$ cat src/rtl/mem_stage_sb.sv
// MEM pipeline stage: store buffer in front of a req/ack data memory port.
// Stores retire into the buffer and drain when the port is idle; loads own the port and wait on hazards.
module mem_stage_sb #(
  parameter int unsigned SB_DEPTH = 4,
  parameter int unsigned PTR_W    = 2
) (
  input  logic               CLK,
  input  logic               RESET,
  input  logic               Op_Valid_IN,
  input  logic [5:0]         ALU_Control_IN,
  input  logic [31:0]        ALU_result_IN,
  input  logic [31:0]        MemWriteData_IN,
  input  logic               MemRead_IN,
  input  logic               MemWrite_IN,
  input  logic [4:0]         WriteRegister_IN,
  input  logic               RegWrite_IN,
  input  logic               Drain_IN,
  output logic               Stall_OUT,
  output logic [4:0]         WriteRegister_OUT,
  output logic               RegWrite_OUT,
  output logic [31:0]        WriteData_OUT,
  output logic               dm_req,
  output logic               dm_we,
  output logic [31:0]        dm_addr,
  output logic [31:0]        dm_wdata,
  output logic [1:0]         dm_size,
  input  logic               dm_ack,
  input  logic [31:0]        dm_rdata,
  output logic [PTR_W:0]     Sb_Count_OUT
);

  localparam int unsigned CNT_W = PTR_W + 1;
  localparam logic [5:0] OP_LW  = 6'b111101;
  localparam logic [5:0] OP_LB  = 6'b100001;
  localparam logic [5:0] OP_LBU = 6'b101010;
  localparam logic [5:0] OP_LH  = 6'b101011;
  localparam logic [5:0] OP_LHU = 6'b101100;
  localparam logic [5:0] OP_SB  = 6'b101111;
  localparam logic [5:0] OP_SH  = 6'b110000;

  typedef enum logic [1:0] {IDLE, LOAD_WAIT, DRAIN_WAIT} state_t;

  state_t               state;
  logic [31:0]          sb_addr  [SB_DEPTH];
  logic [31:0]          sb_data  [SB_DEPTH];
  logic [1:0]           sb_size  [SB_DEPTH];
  logic [SB_DEPTH-1:0]  sb_valid;
  logic [PTR_W-1:0]     head, tail;
  logic [CNT_W-1:0]     sb_count;

  logic        is_load, is_store, hazard, sb_empty, sb_full, fence;
  logic        load_go, issue_load, issue_drain, load_done, pop, retire, enq;
  logic [31:0] st_wdata, load_data;
  logic [1:0]  st_size;
  logic [7:0]  rd_byte;
  logic [15:0] rd_half;
  logic        half_ok;

  assign Sb_Count_OUT = sb_count;

  // Hazard: any buffered store to the same word as the presented address
  always_comb begin
    hazard = 1'b0;
    for (int i = 0; i < SB_DEPTH; i++)
      if (sb_valid[i] && (sb_addr[i][31:2] == ALU_result_IN[31:2])) hazard = 1'b1;
  end

  assign is_load     = Op_Valid_IN & MemRead_IN;
  assign is_store    = Op_Valid_IN & MemWrite_IN;
  assign sb_empty    = (sb_count == '0);
  assign sb_full     = (sb_count == CNT_W'(SB_DEPTH));
  assign fence       = Drain_IN & ~sb_empty;
  assign load_go     = is_load & ~is_store & ~hazard & ~fence;
  assign issue_load  = (state == IDLE) & load_go;
  // A blocked load must not block the drain, otherwise hazards/fences would deadlock
  assign issue_drain = (state == IDLE) & ~sb_empty & ~load_go;
  assign load_done   = (state == LOAD_WAIT) & dm_ack;
  assign pop         = (state == DRAIN_WAIT) & dm_ack;

  always_comb begin
    Stall_OUT = 1'b0;
    if ((is_load | is_store) & fence) Stall_OUT = 1'b1;
    else if (is_store)                Stall_OUT = sb_full;
    else if (is_load)                 Stall_OUT = ~load_done;
  end

  assign retire = Op_Valid_IN & ~Stall_OUT;
  assign enq    = retire & is_store;

  always_comb begin
    st_wdata = MemWriteData_IN;
    st_size  = 2'd0;
    if (ALU_Control_IN == OP_SB) begin
      st_wdata = {24'h0, MemWriteData_IN[7:0]};
      st_size  = 2'd1;
    end else if (ALU_Control_IN == OP_SH) begin
      st_wdata = {16'h0, MemWriteData_IN[15:0]};
      st_size  = 2'd2;
    end
  end

  // Big-endian extraction: byte 0 lives in [31:24]
  always_comb begin
    rd_byte = 8'h0;
    case (ALU_result_IN[1:0])
      2'd0:    rd_byte = dm_rdata[31:24];
      2'd1:    rd_byte = dm_rdata[23:16];
      2'd2:    rd_byte = dm_rdata[15:8];
      default: rd_byte = dm_rdata[7:0];
    endcase
    half_ok = ~ALU_result_IN[0];
    rd_half = ALU_result_IN[1] ? dm_rdata[15:0] : dm_rdata[31:16];
    load_data = dm_rdata;
    case (ALU_Control_IN)
      OP_LB:   load_data = {{24{rd_byte[7]}}, rd_byte};
      OP_LBU:  load_data = {24'h0, rd_byte};
      OP_LH:   load_data = half_ok ? {{16{rd_half[15]}}, rd_half} : 32'h0;
      OP_LHU:  load_data = half_ok ? {16'h0, rd_half} : 32'h0;
      OP_LW:   load_data = dm_rdata;
      default: load_data = dm_rdata;
    endcase
  end

  // DM port FSM
  always_ff @(posedge CLK or negedge RESET) begin
    if (!RESET) begin
      state    <= IDLE;
      dm_req   <= 1'b0;
      dm_we    <= 1'b0;
      dm_addr  <= '0;
      dm_wdata <= '0;
      dm_size  <= '0;
    end else begin
      case (state)
        IDLE: begin
          if (issue_load) begin
            state    <= LOAD_WAIT;
            dm_req   <= 1'b1;
            dm_we    <= 1'b0;
            dm_addr  <= {ALU_result_IN[31:2], 2'b00};
            dm_wdata <= '0;
            dm_size  <= 2'd0;
          end else if (issue_drain) begin
            state    <= DRAIN_WAIT;
            dm_req   <= 1'b1;
            dm_we    <= 1'b1;
            dm_addr  <= sb_addr[head];
            dm_wdata <= sb_data[head];
            dm_size  <= sb_size[head];
          end
        end
        LOAD_WAIT, DRAIN_WAIT: begin
          if (dm_ack) begin
            state  <= IDLE;
            dm_req <= 1'b0;
          end
        end
        default: begin
          state  <= IDLE;
          dm_req <= 1'b0;
        end
      endcase
    end
  end

  // Store buffer FIFO
  always_ff @(posedge CLK or negedge RESET) begin
    if (!RESET) begin
      head     <= '0;
      tail     <= '0;
      sb_count <= '0;
      sb_valid <= '0;
      for (int i = 0; i < SB_DEPTH; i++) begin
        sb_addr[i] <= '0;
        sb_data[i] <= '0;
        sb_size[i] <= '0;
      end
    end else begin
      if (enq) begin
        sb_addr[tail]  <= ALU_result_IN;
        sb_data[tail]  <= st_wdata;
        sb_size[tail]  <= st_size;
        sb_valid[tail] <= 1'b1;
        tail           <= tail + PTR_W'(1);
      end
      if (pop) begin
        sb_valid[head] <= 1'b0;
        head           <= head + PTR_W'(1);
      end
      case ({enq, pop})
        2'b10:   sb_count <= sb_count + CNT_W'(1);
        2'b01:   sb_count <= sb_count - CNT_W'(1);
        default: sb_count <= sb_count;
      endcase
    end
  end

  // Writeback register
  always_ff @(posedge CLK or negedge RESET) begin
    if (!RESET) begin
      WriteRegister_OUT <= '0;
      RegWrite_OUT      <= 1'b0;
      WriteData_OUT     <= '0;
    end else if (retire) begin
      WriteRegister_OUT <= WriteRegister_IN;
      RegWrite_OUT      <= RegWrite_IN & ~MemWrite_IN;
      WriteData_OUT     <= (is_load & load_done) ? load_data : ALU_result_IN;
    end else begin
      RegWrite_OUT      <= 1'b0;
    end
  end

endmodule

$ cat config.mk
export PLATFORM = sky130hd
export DESIGN_NAME = mem_stage_sb
export DESIGN_NICKNAME = d
export VERILOG_FILES = /design/src/rtl/mem_stage_sb.sv
export SDC_FILE = /design/constraint.sdc
export NUM_CORES = 1
export LEC_CHECK = 0
export ABC_AREA = 1
export BUFFER_PORTS_ARGS = -buffer_cell sky130_fd_sc_hd__buf_2
export CELL_PAD_IN_SITES_DETAIL_PLACEMENT = 2
export CELL_PAD_IN_SITES_GLOBAL_PLACEMENT = 2
export CORE_MARGIN = 3
export CORE_UTILIZATION = 34
export DETAILED_ROUTE_END_ITERATION = 6
export PLACE_DENSITY_LB_ADDON = 0.1
export SLEW_MARGIN = 20
export SYNTH_ARGS = -nofsm -noshare
export SYNTH_HDL_FRONTEND = slang
export SYNTH_SLANG_ARGS = --single-unit
$ cat constraint.sdc
create_clock -name CLK -period 2.6 [get_ports CLK]
set_input_delay 0.26 -clock CLK [delete_from_list [all_inputs] [get_ports CLK]]
set_output_delay 0.26 -clock CLK [all_outputs]
set_load 0.03 [all_outputs]
Yosys cells after proc, flatten, opt, wreduce, memory -nomap -nowiden
Index checks and enable logic that the tools add are counted.
W data, S select, Z words.
{ "classes": {"add_sub_neg": 4, "n_lt_le_gt_ge": 7, "eq_ne": 19, "n_mux": 56, "n_bitwise": 30, "n_reduce_logical": 15} }
{ "ops": {"columns": ["operator", "count"], "rows": [
  ["$mux W32", 13],
  ["$bwmux W128", 2],
  ["$bmux W32 S2", 2],
  ["$pmux W32 S4", 1],
  ["$eq A30 B30 Y1", 4],
  ["$demux W32 S2", 1],
  ["$eq A6 B6 Y1 const B", 6],
  ["$mux W16", 2],
  ["$pmux W8 S3", 1],
  ["$mux W2", 10],
  ["$and A1 B1 Y1", 16],
  ["$mux W1", 14],
  ["$bwmux W8", 1],
  ["$mux W4", 2],
  ["$not A1 Y1", 8],
  ["$logic_and A1 B1 Y1", 7],
  ["$eq A2 B1 Y1 const B", 3],
  ["$eq A2 B2 Y1 const B", 3],
  ["$ge A3 B3 Y1 const B", 2],
  ["$lt A2 B3 Y1 const B", 2],
  ["$not A2 Y3", 2],
  ["$pmux W3 S2", 1],
  ["$add A2 B1 Y2 const B", 2],
  ["$and A4 B4 Y4", 1],
  ["20 further kinds", 25]
]} }
{ "totals": {"regBits": 383, "in_bits": 115, "wordCells": 156} }

Longest topological paths before layout
{ "depth": {"depth_word": 14, "mapped_depth": 17, "ltp_nobuf": 15} }

Worst setup path before layout
No wires, ideal clock.
{ "synth_path": {"path_kind": "register -> register", "from": "register sb_count[0], in the netlist Sb_Count_OUT[0]", "to": "register sb_count[2], in the netlist Sb_Count_OUT[2]", "setup_ns": 0.131, "arrival_ns": 2.243, "required_ns": 2.469, "path_slack_ns": 0.227, "path_stages_with_launch": 16, "n_path_buf": 0, "period_less_slack_ns": 2.373, "cell_sequence": "dfrtp_1 -> nor2_1 -> inv_2 -> o21ai_2 -> inv_2 -> nand2_1 -> and2_1 -> inv_2 -> nor2_4 -> inv_1 -> ha_1 -> inv_1 -> fa_1 -> a21oi_1 -> o21ai_0 -> xor2_1"} }
{ "synth_via": {"elab_chain_cells": 10} }
{ "synth_rtl": {"columns": ["element", "line", "text"], "rows": [
  ["start, declared", "49", "logic [CNT_W-1:0] sb_count;"],
  ["start signal, assigned", "191", "2'b10: sb_count <= sb_count + CNT_W'(1);"],
  ["start signal, assigned", "192", "2'b01: sb_count <= sb_count - CNT_W'(1);"],
  ["start signal, assigned", "193", "default: sb_count <= sb_count;"],
  ["$logic_not A3 Y1", "70", "assign sb_empty = (sb_count == '0);"],
  ["$not A1 Y1", "72", "assign fence = Drain_IN & ~sb_empty;"],
  ["$and A1 B1 Y1", "72", null],
  ["$and A1 B1 Y1", "82", "if ((is_load | is_store) & fence) Stall_OUT = 1'b1;"],
  ["$mux W1 (*)", "82", null],
  ["net Stall_OUT", "18", "output logic Stall_OUT,"],
  ["$not A1 Y1 (*)", "87", "assign retire = Op_Valid_IN & ~Stall_OUT;"],
  ["$and A1 B1 Y1 (*)", "87", null],
  ["$and A1 B1 Y1 (*)", "88", "assign enq = retire & is_store;"],
  ["$eq A2 B1 Y1 or $eq A2 B2 Y1 (tied branches)", "190", "case ({enq, pop})"],
  ["$pmux W3 S2 or $reduce_bool A2 Y1 (tied branches)", null, null]
]} }
The timed path passes the listed nets; every way through them passes the cells marked *.
A chain may end at the register's enable or synchronous reset.

Worst setup path in the final report
{ "layout_path": {"from": "register sb_addr[17] (netlist bit)", "to": "register dm_addr[20]"} }
{ "layout_via": {"elab_chain_cells": 10} }
{ "layout_rtl": {"columns": ["element", "line", "text"], "rows": [
  ["start, declared", "44", "logic [31:0] sb_addr [SB_DEPTH];"],
  ["start signal, assigned by index", "180", "sb_addr[tail] <= ALU_result_IN;"],
  ["$eq A30 B30 Y1 (*)", "65", "if (sb_valid[i] && (sb_addr[i][31:2] == ALU_result_IN[31:2])) hazard = 1'b1;"],
  ["$logic_and A1 B1 Y1 (*)", "65", null],
  ["$mux W1 (*)", "65", null],
  ["$not A1 Y1 (*)", "73", "assign load_go = is_load & ~is_store & ~hazard & ~fence;"],
  ["$and A1 B1 Y1 (*) (2 in series)", "73", null],
  ["$not A1 Y1", "76", "assign issue_drain = (state == IDLE) & ~sb_empty & ~load_go;"],
  ["$and A1 B1 Y1", "76", null],
  ["$reduce_bool A2 Y1 (no line)", null, null],
  ["$reduce_and A2 Y1 (no line)", null, null],
  ["end signal, assigned", "140", "dm_addr <= {ALU_result_IN[31:2], 2'b00};"],
  ["end signal, assigned", "147", "dm_addr <= sb_addr[head];"],
  ["end, declared", "24", "output logic [31:0] dm_addr,"]
]} }
Mark *: on every way between the ends. The rest lies on a longest branch, timed or not.

==> flow_metrics.env <==
export IMPL_status="completed"
export IMPL_die_h_um=249
export IMPL_ys_seq_area_frac=0.478
export IMPL_dpl_worst_slack_ps=-13.8
export IMPL_dp_cells=3743
export IMPL_synthesis_area_um2=20100
export IMPL_holdPathEnd="sb_data[100]$_DFFE_PN0P_"
export IMPL_clkLatencyLatePin_ps=600
export IMPL_clock_sinks=383
export IMPL_drtIter0Drc=1125
export IMPL_ir_worst_vdd_uv=640
export IMPL_rsz0062_at_grt="no"
export IMPL_clkTransAtPathRegs_ps=60
export IMPL_layoutNonFillerInstCount=3845
export IMPL_drc=0
export IMPL_worst_pin_slew_ps=697
export IMPL_ff2ff_path_depth=10
export IMPL_cp_startpoint="sb_addr[17]$_DFFE_PN0P_"
export IMPL_power_density_nw_per_um2=1290
export IMPL_grt_util_all_layers=0.297
export IMPL_synth_area_leaders="dfrtp_1 (48%), nand2_1 (22%), o21ai_0 (8.8%)"
export IMPL_hold_viol_final=0
export IMPL_vias=20420
export IMPL_timing_rr_end="dm_addr[20]$_DFFE_PN0P_"
export IMPL_gp_congestion=0.882
export IMPL_num_io_pins=225
export IMPL_critPathArrivalTime_ps=3030
export IMPL_synth_top_flop_cell="dfrtp_1"
export IMPL_routed_wl_um=93000
export IMPL_path_max_fanout=29
export IMPL_rrSetupSlack_ps=90
export IMPL_ys_seq_elements=383
export IMPL_synth_area_leader_cell="dfrtp_1"
export IMPL_cts_root_buf="clkbuf_16"
export IMPL_drive_gt1_frac=0.150
export IMPL_dp_hpwl_um=64900
export IMPL_placementRows=88
export IMPL_relSlewSlack=0.534
export IMPL_min_delay_start="MemWriteData_IN[4]"
export IMPL_grt_max_degree=88
export IMPL_avgSynthCellArea_um2=7.18
export IMPL_hp_class="in -> reg"
export IMPL_die_w_um=249
export IMPL_wl_per_cell_um=24.2
export IMPL_cts_tree="built"
export IMPL_final_antenna_net_count=0
export IMPL_synth_edf_count=0
export IMPL_finalCritPeriodShare=0.967
export IMPL_criticalPathCategory="reg -> reg"
export IMPL_start_kind="register"
export IMPL_netlist_area_leader_share=0.478
export IMPL_maxCapViolations=0
export IMPL_cp_required_ps=3120
export IMPL_clk_path_buf_depth=3
export IMPL_setup_ws_ps=85.9
export IMPL_fillCellCount=6801
export IMPL_cts_made_buffers=47
export IMPL_endpoint_kind="register"
export IMPL_power_total_mw=31.5
export IMPL_final_max_slew_viol_count=0
export IMPL_core_um2=58000
export IMPL_port_buffers=224
export IMPL_max_clock_freq_mhz=398
export IMPL_synth_nets=2920
export IMPL_layout_nets=3174
export IMPL_antenna_found_initial=2
export IMPL_leakagePower_nw=12.9
export IMPL_dieArea_um2=61900
export IMPL_ys_warn_count=0
export IMPL_synth_distinct_cells=45
export IMPL_synth_cells=2792
export IMPL_finalSetupViolCount=0
export IMPL_r2r_start="sb_addr[17]$_DFFE_PN0P_"
export IMPL_first_pass_iters=5
export IMPL_ys_async_sr_fraction=1.00
export IMPL_grt_pass1_vias=22995
export IMPL_initial_core_util=0.346
export IMPL_finalCriticalPeriod_ps=2510
export IMPL_yosysMostFrequentCell="nand2_1"
export IMPL_synth_top_cells_by_count="nand2_1 (1154), dfrtp_1 (383), o21ai_0 (354), inv_1 (198), nor2_1 (198)"
export IMPL_h_tree_depth=2
export IMPL_areaGrowthSynthToFinish_pct=22.1
export IMPL_hold_depth=3
export IMPL_grt_pass1_wl_um=143000
export IMPL_routed_via_density=5.31
export IMPL_gr_total_overflow=0
export IMPL_clock_skew_final_ps=21.9
## cells in the final DEF (no fill, tap or decap), types with 2 or more instances in the layout
master         count
o211ai_1          21
xnor2_1           13
nor2_4             2
nor3_1             4
nor2_1           197
dlygate4sd3_1     19
ha_1              12
nand2_1         1154
nand4_1            7
nand3b_1           2
buf_4             76
buf_12            31
a31oi_1            9
clkbuf_16         47
nand2_4            5
nand2_2            3
or2_2              2
clkbuf_1           4
clkinv_8           2
dfrtp_1          381
and2_1             2
clkinv_2          10
inv_1            198
a21oi_1           69
nand3_1           87
xor2_1             7
clkinv_1           5
o21ai_1           12
o221ai_1           4
inv_2             28
a221oi_1           4
o22ai_1           45
a2bb2oi_1          2
o21ai_0          354
buf_2            223
clkbuf_8          13
bufinv_16          5
nor2_2             5
## power breakdown
group | internal (mW) | switching [mW] | leakage (nW) | total [mW]
logic | 4.29 | 9.37 | 7.31 | 13.7
clock network | 4.17 | 2.81 | 0.801 | 6.98
registers | 8.65 | 2.20 | 4.82 | 10.8
## through the flow
stage / TNS [ps] / hold WS, ps / utilization / cell area [um^2]
after detailed placement: -13.8 / 198 / 0.391 / 22700
after floorplan: 0 / -35.6 / - / 20100
after CTS: 0 / 11.7 / 0.422 / 24500
after global routing: 0 / 56.2 / 0.422 / 24500
final: 0 / 32.8 / 0.422 / 24500
after global placement: 0 / 197 / 0.391 / 22700
## cell families (layout without fill, tap and decap cells)
family,count (synthesis),in the layout,share of synthesized area
xor gates and xnor gates,20,20,0.00873
other,0,1,0
adders and majority gates,13,13,0.00848
AOI/OAI and AO/OA,525,525,0.140
buffers and inverters,377,664,0.0775
and+or+nand+nor,1474,1474,0.287
DFF,383,383,0.478
## worst max-delay path: stages (launching register included)
cell,delay [ps]
dfrtp_1,420
xnor2_1,330
nand3_1,220
nor2_1,270
nand4_2,180
nand3_4,180
nand2_2,60
nand2_2,290
buf_12,250
nand2_1,90
nand2_1,100
## cell type report
class / count / area (um^2) / share of cell area
antenna: 1 / 2.50 / 0.000102
timing repair buffer: 350 / 2510 / 0.103
multi-input combinational: 2032 / 8950 / 0.365
clock buffer: 64 / 1370 / 0.0559
inverter: 232 / 873 / 0.0357
clock inverter: 18 / 240 / 0.00981
sequential: 383 / 9590 / 0.391
tap: 765 / 957 / 0.0391
## state kept, by name, indices dropped and copies added (netlist names)
name               count
sb_data              128
dm_we                  1
sb_size                8
sb_addr              128
WriteData_OUT         32
tail                   2
Sb_Count_OUT           3
sb_valid               4
RegWrite_OUT           1
dm_wdata              32
head                   2
dm_req                 1
WriteRegister_OUT      5
state                  2
dm_addr               32
dm_size                2
## metal layers
| layer | track usage | vias up | wire length (um) |
|---|---|---|---|
| met5 | 0 | - | 0 |
| met4 | 0.100 | 0 | 3050 |
| met3 | 0.0292 | 126 | 2600 |
| met2 | 0.535 | 348 | 47500 |
| met1 | 0.373 | 10598 | 39900 |
| li1 | - | 9348 | - |
## worst max path at each step
| stage | cells past startpoint | slack (ps) | endpoint |
|---|---|---|---|
| after floorplan | 15 | 230 | Sb_Count_OUT[2]$_DFFE_PN0P_ |
| after global placement | 16 | 30 | dm_addr[22]$_DFFE_PN0P_ |
| after detailed placement | 16 | -10 | dm_addr[10]$_DFFE_PN0P_ |
| after CTS | 10 | 80 | dm_addr[20]$_DFFE_PN0P_ |
| after global routing | 15 | 6 | dm_addr[9]$_DFFE_PN0P_ |
| final | 10 | 90 | dm_addr[20]$_DFFE_PN0P_ |
## repair_timing
action	CTS	global route
resized for setup	0	0
buffers inserted	0	0
hold buffers	19	0
endpoints found under the hold margin	124	0
(Power assumes the default switching activity.)
